<file path="src/rtl/pwm_cmd_parser.sv">
// pwm_cmd_parser: parses ASCII D/A/B commands into pwm_core duty/pow2/pow5.
// Define PWM_CMD_ACK_EN to enable the 'K'/'E' acknowledge channel.
module pwm_cmd_parser #(
  parameter int unsigned DUTY_RESET     = 50,
  parameter int unsigned POW2_RESET     = 0,
  parameter int unsigned POW5_RESET     = 0,
  parameter int unsigned TIMEOUT_CYCLES = 50_000_000
) (
  input  logic       clk,
  input  logic       rstn,
  input  logic [7:0] rx_data,
  input  logic       rx_valid,
  output logic       rx_ready,
  output logic [6:0] duty_percent,
  output logic [1:0] pow2,
  output logic [1:0] pow5,
  output logic       cfg_update,
  output logic       cmd_error,
  output logic [7:0] tx_data,
  output logic       tx_valid,
  input  logic       tx_ready
);

  localparam int TW = $clog2(TIMEOUT_CYCLES + 1);
  localparam logic [TW-1:0] TLAST = TW'(TIMEOUT_CYCLES - 1);

  typedef enum logic [2:0] {
    IDLE,
    DUTY,
    P2,
    P5,
    FLUSH
  } state_t;

  state_t        state;
  logic [6:0]    acc;
  logic [1:0]    ndig;
  logic [TW-1:0] cnt;
  logic          hold;

  logic [7:0] lc;
  logic [3:0] digit;
  logic       is_term;
  logic       is_space;
  logic       is_digit;
  logic       take;

  // Setting bit 5 folds upper-case letters onto lower-case.
  assign lc       = rx_data | 8'h20;
  assign digit    = rx_data[3:0];
  assign is_term  = (rx_data == 8'h0d) || (rx_data == 8'h0a);
  assign is_space = (rx_data == 8'h20);
  assign is_digit = (rx_data >= 8'h30) && (rx_data <= 8'h39);
  assign take     = rx_valid && rx_ready;

  always_ff @(posedge clk) begin
    if (!rstn) begin
      state        <= IDLE;
      acc          <= '0;
      ndig         <= '0;
      cnt          <= '0;
      duty_percent <= 7'(DUTY_RESET);
      pow2         <= 2'(POW2_RESET);
      pow5         <= 2'(POW5_RESET);
      cfg_update   <= 1'b0;
      cmd_error    <= 1'b0;
    end else begin
      cfg_update <= 1'b0;
      cmd_error  <= 1'b0;
      if (take) begin
        cnt <= '0;
        unique case (state)
          IDLE: begin
            acc  <= '0;
            ndig <= '0;
            unique case (1'b1)
              lc == 8'h64:         state <= DUTY;
              lc == 8'h61:         state <= P2;
              lc == 8'h62:         state <= P5;
              is_term || is_space: state <= IDLE;
              default:             cmd_error <= 1'b1;
            endcase
          end
          DUTY: begin
            if (is_term) begin
              state <= IDLE;
              if (ndig == 2'd0) begin
                cmd_error <= 1'b1;
              end else begin
                duty_percent <= acc;
                cfg_update   <= 1'b1;
              end
            end else if (is_digit && ndig != 2'd2) begin
              acc  <= acc * 7'd10 + 7'(digit);
              ndig <= ndig + 2'd1;
            end else begin
              state <= FLUSH;
            end
          end
          P2, P5: begin
            if (is_term) begin
              state <= IDLE;
              if (ndig == 2'd0) begin
                cmd_error <= 1'b1;
              end else begin
                if (state == P2) pow2 <= acc[1:0];
                else pow5 <= acc[1:0];
                cfg_update <= 1'b1;
              end
            end else if (is_digit && ndig == 2'd0 && digit <= 4'd3) begin
              acc  <= 7'(digit);
              ndig <= 2'd1;
            end else begin
              state <= FLUSH;
            end
          end
          FLUSH: begin
            if (is_term) begin
              state     <= IDLE;
              cmd_error <= 1'b1;
            end
          end
          default: state <= IDLE;
        endcase
      end else if (state != IDLE && !hold) begin
        if (cnt == TLAST) begin
          state     <= IDLE;
          cmd_error <= 1'b1;
          cnt       <= '0;
        end else begin
          cnt <= cnt + 1'b1;
        end
      end
    end
  end

`ifdef PWM_CMD_ACK_EN
  logic pulse;
  logic tx_busy;
  logic ack_k;

  // The pulse cycle itself presents the ack; tx_busy keeps it until taken.
  assign pulse = cfg_update | cmd_error;

  always_ff @(posedge clk) begin
    if (!rstn) begin
      tx_busy <= 1'b0;
      ack_k   <= 1'b0;
    end else begin
      tx_busy <= tx_valid && !tx_ready;
      if (pulse) ack_k <= cfg_update;
    end
  end

  assign tx_valid = pulse | tx_busy;
  assign tx_data  = !tx_valid ? 8'h00 :
                    (pulse ? cfg_update : ack_k) ? 8'h4b : 8'h45;
  assign rx_ready = !tx_valid;
  assign hold     = tx_valid;
`else
  logic unused_tx_ready;

  assign unused_tx_ready = tx_ready;
  assign tx_valid        = 1'b0;
  assign tx_data         = 8'h00;
  assign rx_ready        = 1'b1;
  assign hold            = 1'b0;
`endif

endmodule
</file>
<file path="config.mk">
export PLATFORM = sky130hd
export DESIGN_NAME = pwm_cmd_parser
export DESIGN_NICKNAME = d
export VERILOG_FILES = /design/src/rtl/pwm_cmd_parser.sv
export SDC_FILE = /design/constraint.sdc
export NUM_CORES = 1
export LEC_CHECK = 0
export CORE_MARGIN = 2
export CORE_UTILIZATION = 54
export CTS_BUF_LIST = sky130_fd_sc_hd__clkbuf_2 sky130_fd_sc_hd__clkbuf_4 sky130_fd_sc_hd__clkbuf_8
export CTS_CLUSTER_DIAMETER = 30
export CTS_CLUSTER_SIZE = 14
export DETAILED_ROUTE_END_ITERATION = 6
export PLACE_DENSITY = 0.78
export SYNTH_ARGS = -nofsm -noshare
export SYNTH_HDL_FRONTEND = slang
export SYNTH_SLANG_ARGS = --single-unit
</file>
<file path="constraint.sdc">
create_clock -name clk -period 2.56 [get_ports clk]
set_input_delay 0.512 -clock clk [delete_from_list [all_inputs] [get_ports clk]]
set_output_delay 0.512 -clock clk [all_outputs]
set_load 0.005 [all_outputs]
</file>
Word-level counts from Yosys, hierarchy flattened
Cells that the tools add are included.
Widths: inputs -> output; s select.
- add/sub/neg operators: 3
- multiply operators: 1
- $lt $le $gt $ge: 3
- eq/ne operators: 20
- multiplexer cells: 30
- bitwise operators: 3
- reduce and logical (&&, ||, !) cells: 22
- operators by type and width (kind ; count):
    $mux 7 ; 4
    $add 26x1->26 const B ; 1
    $eq 26x26->1 const B ; 1
    $mux 26 ; 1
    $mux 3 ; 8
    $pmux 3 s4 ; 2
    $eq 7x6->1 const B ; 3
    $pmux 7 s3 ; 1
    $eq 8x4->1 const B ; 2
    $reduce_and 6->1 ; 2
    $ne 2x2->1 const B ; 5
    $reduce_and 5->1 ; 2
    $eq 8x6->1 const B ; 1
    $ge 8x6->1 const B ; 1
    $le 8x6->1 const B ; 1
    $mux 1 ; 8
    $mux 2 ; 4
    $ne 4x4->1 const B ; 2
    $reduce_and 4->1 ; 2
    $add 7x4->7 ; 1
    $mul 7x3->6 const B ; 1
    $eq 3x2->1 const B ; 2
    $ne 6x6->1 const B ; 1
    $pmux 2 s3 ; 1
    16 further kinds ; 25
- bits in registers: 51
- input port bits: 12
- output and inout bits: 23
- word-level logic and storage cells: 91

Logic depth before layout (Yosys ltp)
Gate-level depths: netlist of the first run.
- word-level depth: 8
- mapped depth: 9
- gate-level depth less buffers: 8

Worst setup path before layout of the first run
No wires, ideal clock.
- kind: input-to-reg
- start point: input rx_data[2]
- end point: register duty_percent[1]
- library setup time: 0.129 ns
- arrival time: 1.919 ns
- data required time: 2.431 ns
- slack: 0.512 ns
- stages: 7
- buffers on the path: 2
- cells stage by stage: buf_2 -> nor3b_1 -> o211ai_1 -> or4b_1 -> buf_2 -> mux2i_1 -> nand2_1
- cells in the longest elaborated chain, start to end: 3
- elaborated cells on any way between the ends: 4
- classes of those cells: eq/ne: 2; reduce/logical: 2
- RTL lines (item ; line ; RTL):
    start, declared ; 11 ; input logic [7:0] rx_data,
    $eq 8x4->1 ; 51 ; assign is_term = (rx_data == 8'h0d) || (rx_data == 8'h0a);
    $logic_or 1x1->1 (*) ; 51 ;
    $reduce_and 4->1 (no line) (*) ; - ;
    end signal, assigned ; 62 ; duty_percent <= 7'(DUTY_RESET);
    end, declared ; 14 ; output logic [6:0] duty_percent,
Every way passes the cells marked *; elsewhere a longest branch is shown, timed or not.
A chain may end at the register's enable or synchronous reset.

Worst setup path after layout of the first run
- start point: input rx_data[7]
- end point: register duty_percent[5]
Same word-level chain as after synthesis.

==> metrics, run 1 <==
fraction of layout cells with a size suffix above 1 9.66%; M2 GR Usage 35.2%; clk sinks 51; RSZ-0062 raised after global routing false; Detail Route Antenna Nets 0; Placeable Area 5040 µm²; min-delay worst type flip-flop to flip-flop; Crit path arrival time 2.42 ns; power after layout 1540 µW; Vias/cell 5.54; CP Launch Type primary input; via count 2337; CTS Root Cell clkbuf_8; DR pass1 iterations 4; DR WL/cell 13.6 µm; Seq cells post-synth 51; WL final 5720 µm; setup_tns 0 ns; cell family with most CP delay simple AND/OR/NAND/NOR gates; RePlAce Congestion 0.840; first-pass GRT wire length 9980 µm; H-tree depth 2; Slowest-stage cell, CP or4b_1; Die ar. 5760 µm²; number of enable flip-flop cells after synthesis 0; placed insts 414; Netlist cell types 52; synth warn 0; num rows 26; Clock Latency Late Sink 0.31 ns; hpwl dp 4140 µm; P_leak 0.00122 µW; mapped cell area 2790 µm²; area growth from synthesis to layout 16.4%; cell area power density 475 nW/µm²; CTS Buf Count 5; Filler cells 433; setup bufs post-CTS 0; critical path type primary input to flip-flop; # nets final 375; busiest grt layer met2; iteration-0 DRC count of the detailed router 111; cell count after synthesis 321; CTS tree done; CP Capture Type flip-flop; antenna diode count 0; Vert. Die Dim 75.9 µm; Layout Cells excl Fill 422; most frequent cells in the layout 51 x dfxtp_1, 27 x nand2_1, 24 x nor2_1, 23 x clkdlybuf4s50_1, 22 x xnor2_1; Highest Clock Rate 447 MHz; io pins 35; Seq/Total Area, Yosys 36.6%; CP required 2.74 ns; grt total ovfl 0; ys async rst share 0%; number of max-cap violations 0; vias in the first global route 2269; crit path buf inv count 2; CTS Hold Bufs 0; CP max FO 7; PortBufs 23; initial antenna violation count 0; grt met1 use 26.6%; worst path cell trace clkdlybuf4s50_1 > nor4_1 > o211ai_1 > or4b_1 > buf_4 > mux2i_1 > nand2_1; max incr delay on CP 0.52 ns; Peak VDD IR 0.000278 V; largest net degree at the start of global routing 30; clock skew 0.0113 ns; # DRC 0; clock buffer depth 2; Final Cycle Share 87.3%; Die Wd 75.9 µm; clk slew on worst S/H paths 0.10 ns; post-layout minimum cycle time 2.24 ns; final hold viol count 0; Initial Util 55.4%; met3 Use GR 3.57%; status finished clean; CTS resizes 0; most common cell after layout, fill and taps aside dfxtp_1; Final Max Slew Viols 0; # setup viols final 0; Syn Area/Cell 8.70 µm²; flip-flop and latch area 1020 µm²; area of the multi-input gates 1610 µm²; GRT Resource Usage Total 20.7%; Main synth FF type dfxtp_1
cell families after synthesis:
family	Yosys count	synth area share [%]
flops	51	36.6
xor+xnor	27	8.47
mux	13	4.66
buf+inv	39	7.03
simple gates	134	26.9
fa+ha+maj	12	5.91
other cells	2	0.269
compound gates	43	10.2
tightest hold or removal path, cell delays in order, from the launching register on:
cell	delay, ns
dfxtp_1	0.32
nand2_1	0.05
mux2i_1	0.05
state kept, by name, summed over array words and instances, names as in the netlist:
name	count
acc	7
cmd_error	1
duty_percent	7
state	3
pow2	2
pow5	2
cnt	26
ndig	2
cfg_update	1
report_power, final:
part,internal [µW],switching (µW)
registers,798,6.46
logic,62.8,74.7
clock network,322,278
worst paths after layout:
path	start	to	slack (ns)	cells past startpoint
max	rx_data[7]	duty_percent[5]$_SDFFE_PN1P_	0.32	7
min	pow2[1]$_SDFFE_PN0P_	pow2[1]$_SDFFE_PN0P_	0.46	2
max reg2reg	acc[1]$_SDFFE_PN0P_	acc[6]$_SDFFE_PN0P_	0.40	7
min reg2reg	pow2[1]$_SDFFE_PN0P_	pow2[1]$_SDFFE_PN0P_	0.46	2
Yosys cell counts, drive strengths merged, types with 3 or more instances:
cell,n,area share (%)
a21oi,11,2.0
a22o,3,0.94
and3,9,2.0
and4,3,1.0
buf,19,4.3
clkbuf,7,0.99
dfxtp,51,37
ha,10,4.5
inv,13,1.7
mux2i,13,4.7
nand2,27,3.6
nand3,12,2.3
nand4,13,3.1
nor2,24,3.2
nor2b,6,1.3
nor3,8,1.6
nor3b,3,0.81
nor4,10,2.2
nor4b,3,0.94
o211ai,4,1.1
o21ai,14,2.5
or3,7,1.6
xnor2,22,6.9
xor2,5,1.6
layer usage:
metal,part of all wire [%],up-vias,wire [µm]
li1,-,1180,-
met3,3.7,11,213
met1,46,1096,2640
met2,48,50,2760
met5,0,-,0
met4,1.7,0,100
metrics by stage:
stage	setup slack, ns	utilization [%]	hold slack (ns)	area (µm²)
floorplan	0.512	-	0.449	2820
global placement	0.0952	62.0	0.446	3130
detailed placement	0.000703	62.0	0.455	3130
CTS	0.342	64.4	0.466	3250
global route	0.128	64.4	0.476	3250
finish	0.325	64.4	0.460	3250
area by class of cell:
cell class,instances,share of cell area [%]
repair buffers,41,11.2
clock buffers,6,2.54
well taps,70,2.70
clock inverters,2,1.19
flip-flops and latches,51,31.4
inverters,13,1.50
multi-input cells,239,49.4
Note: power is estimated with default switching activity, not from simulation.
==> run 2: changes to the inputs <==
--- a/config.mk
+++ b/config.mk
@@ -5,6 +5,7 @@
 export SDC_FILE = /design/constraint.sdc
 export NUM_CORES = 1
 export LEC_CHECK = 0
+export CAP_MARGIN = 40
 export CORE_MARGIN = 2
 export CORE_UTILIZATION = 54
 export CTS_BUF_LIST = sky130_fd_sc_hd__clkbuf_2 sky130_fd_sc_hd__clkbuf_4 sky130_fd_sc_hd__clkbuf_8
==> results of run 2 <==
Final layout, timing and power as in run 1 (identical DEF).
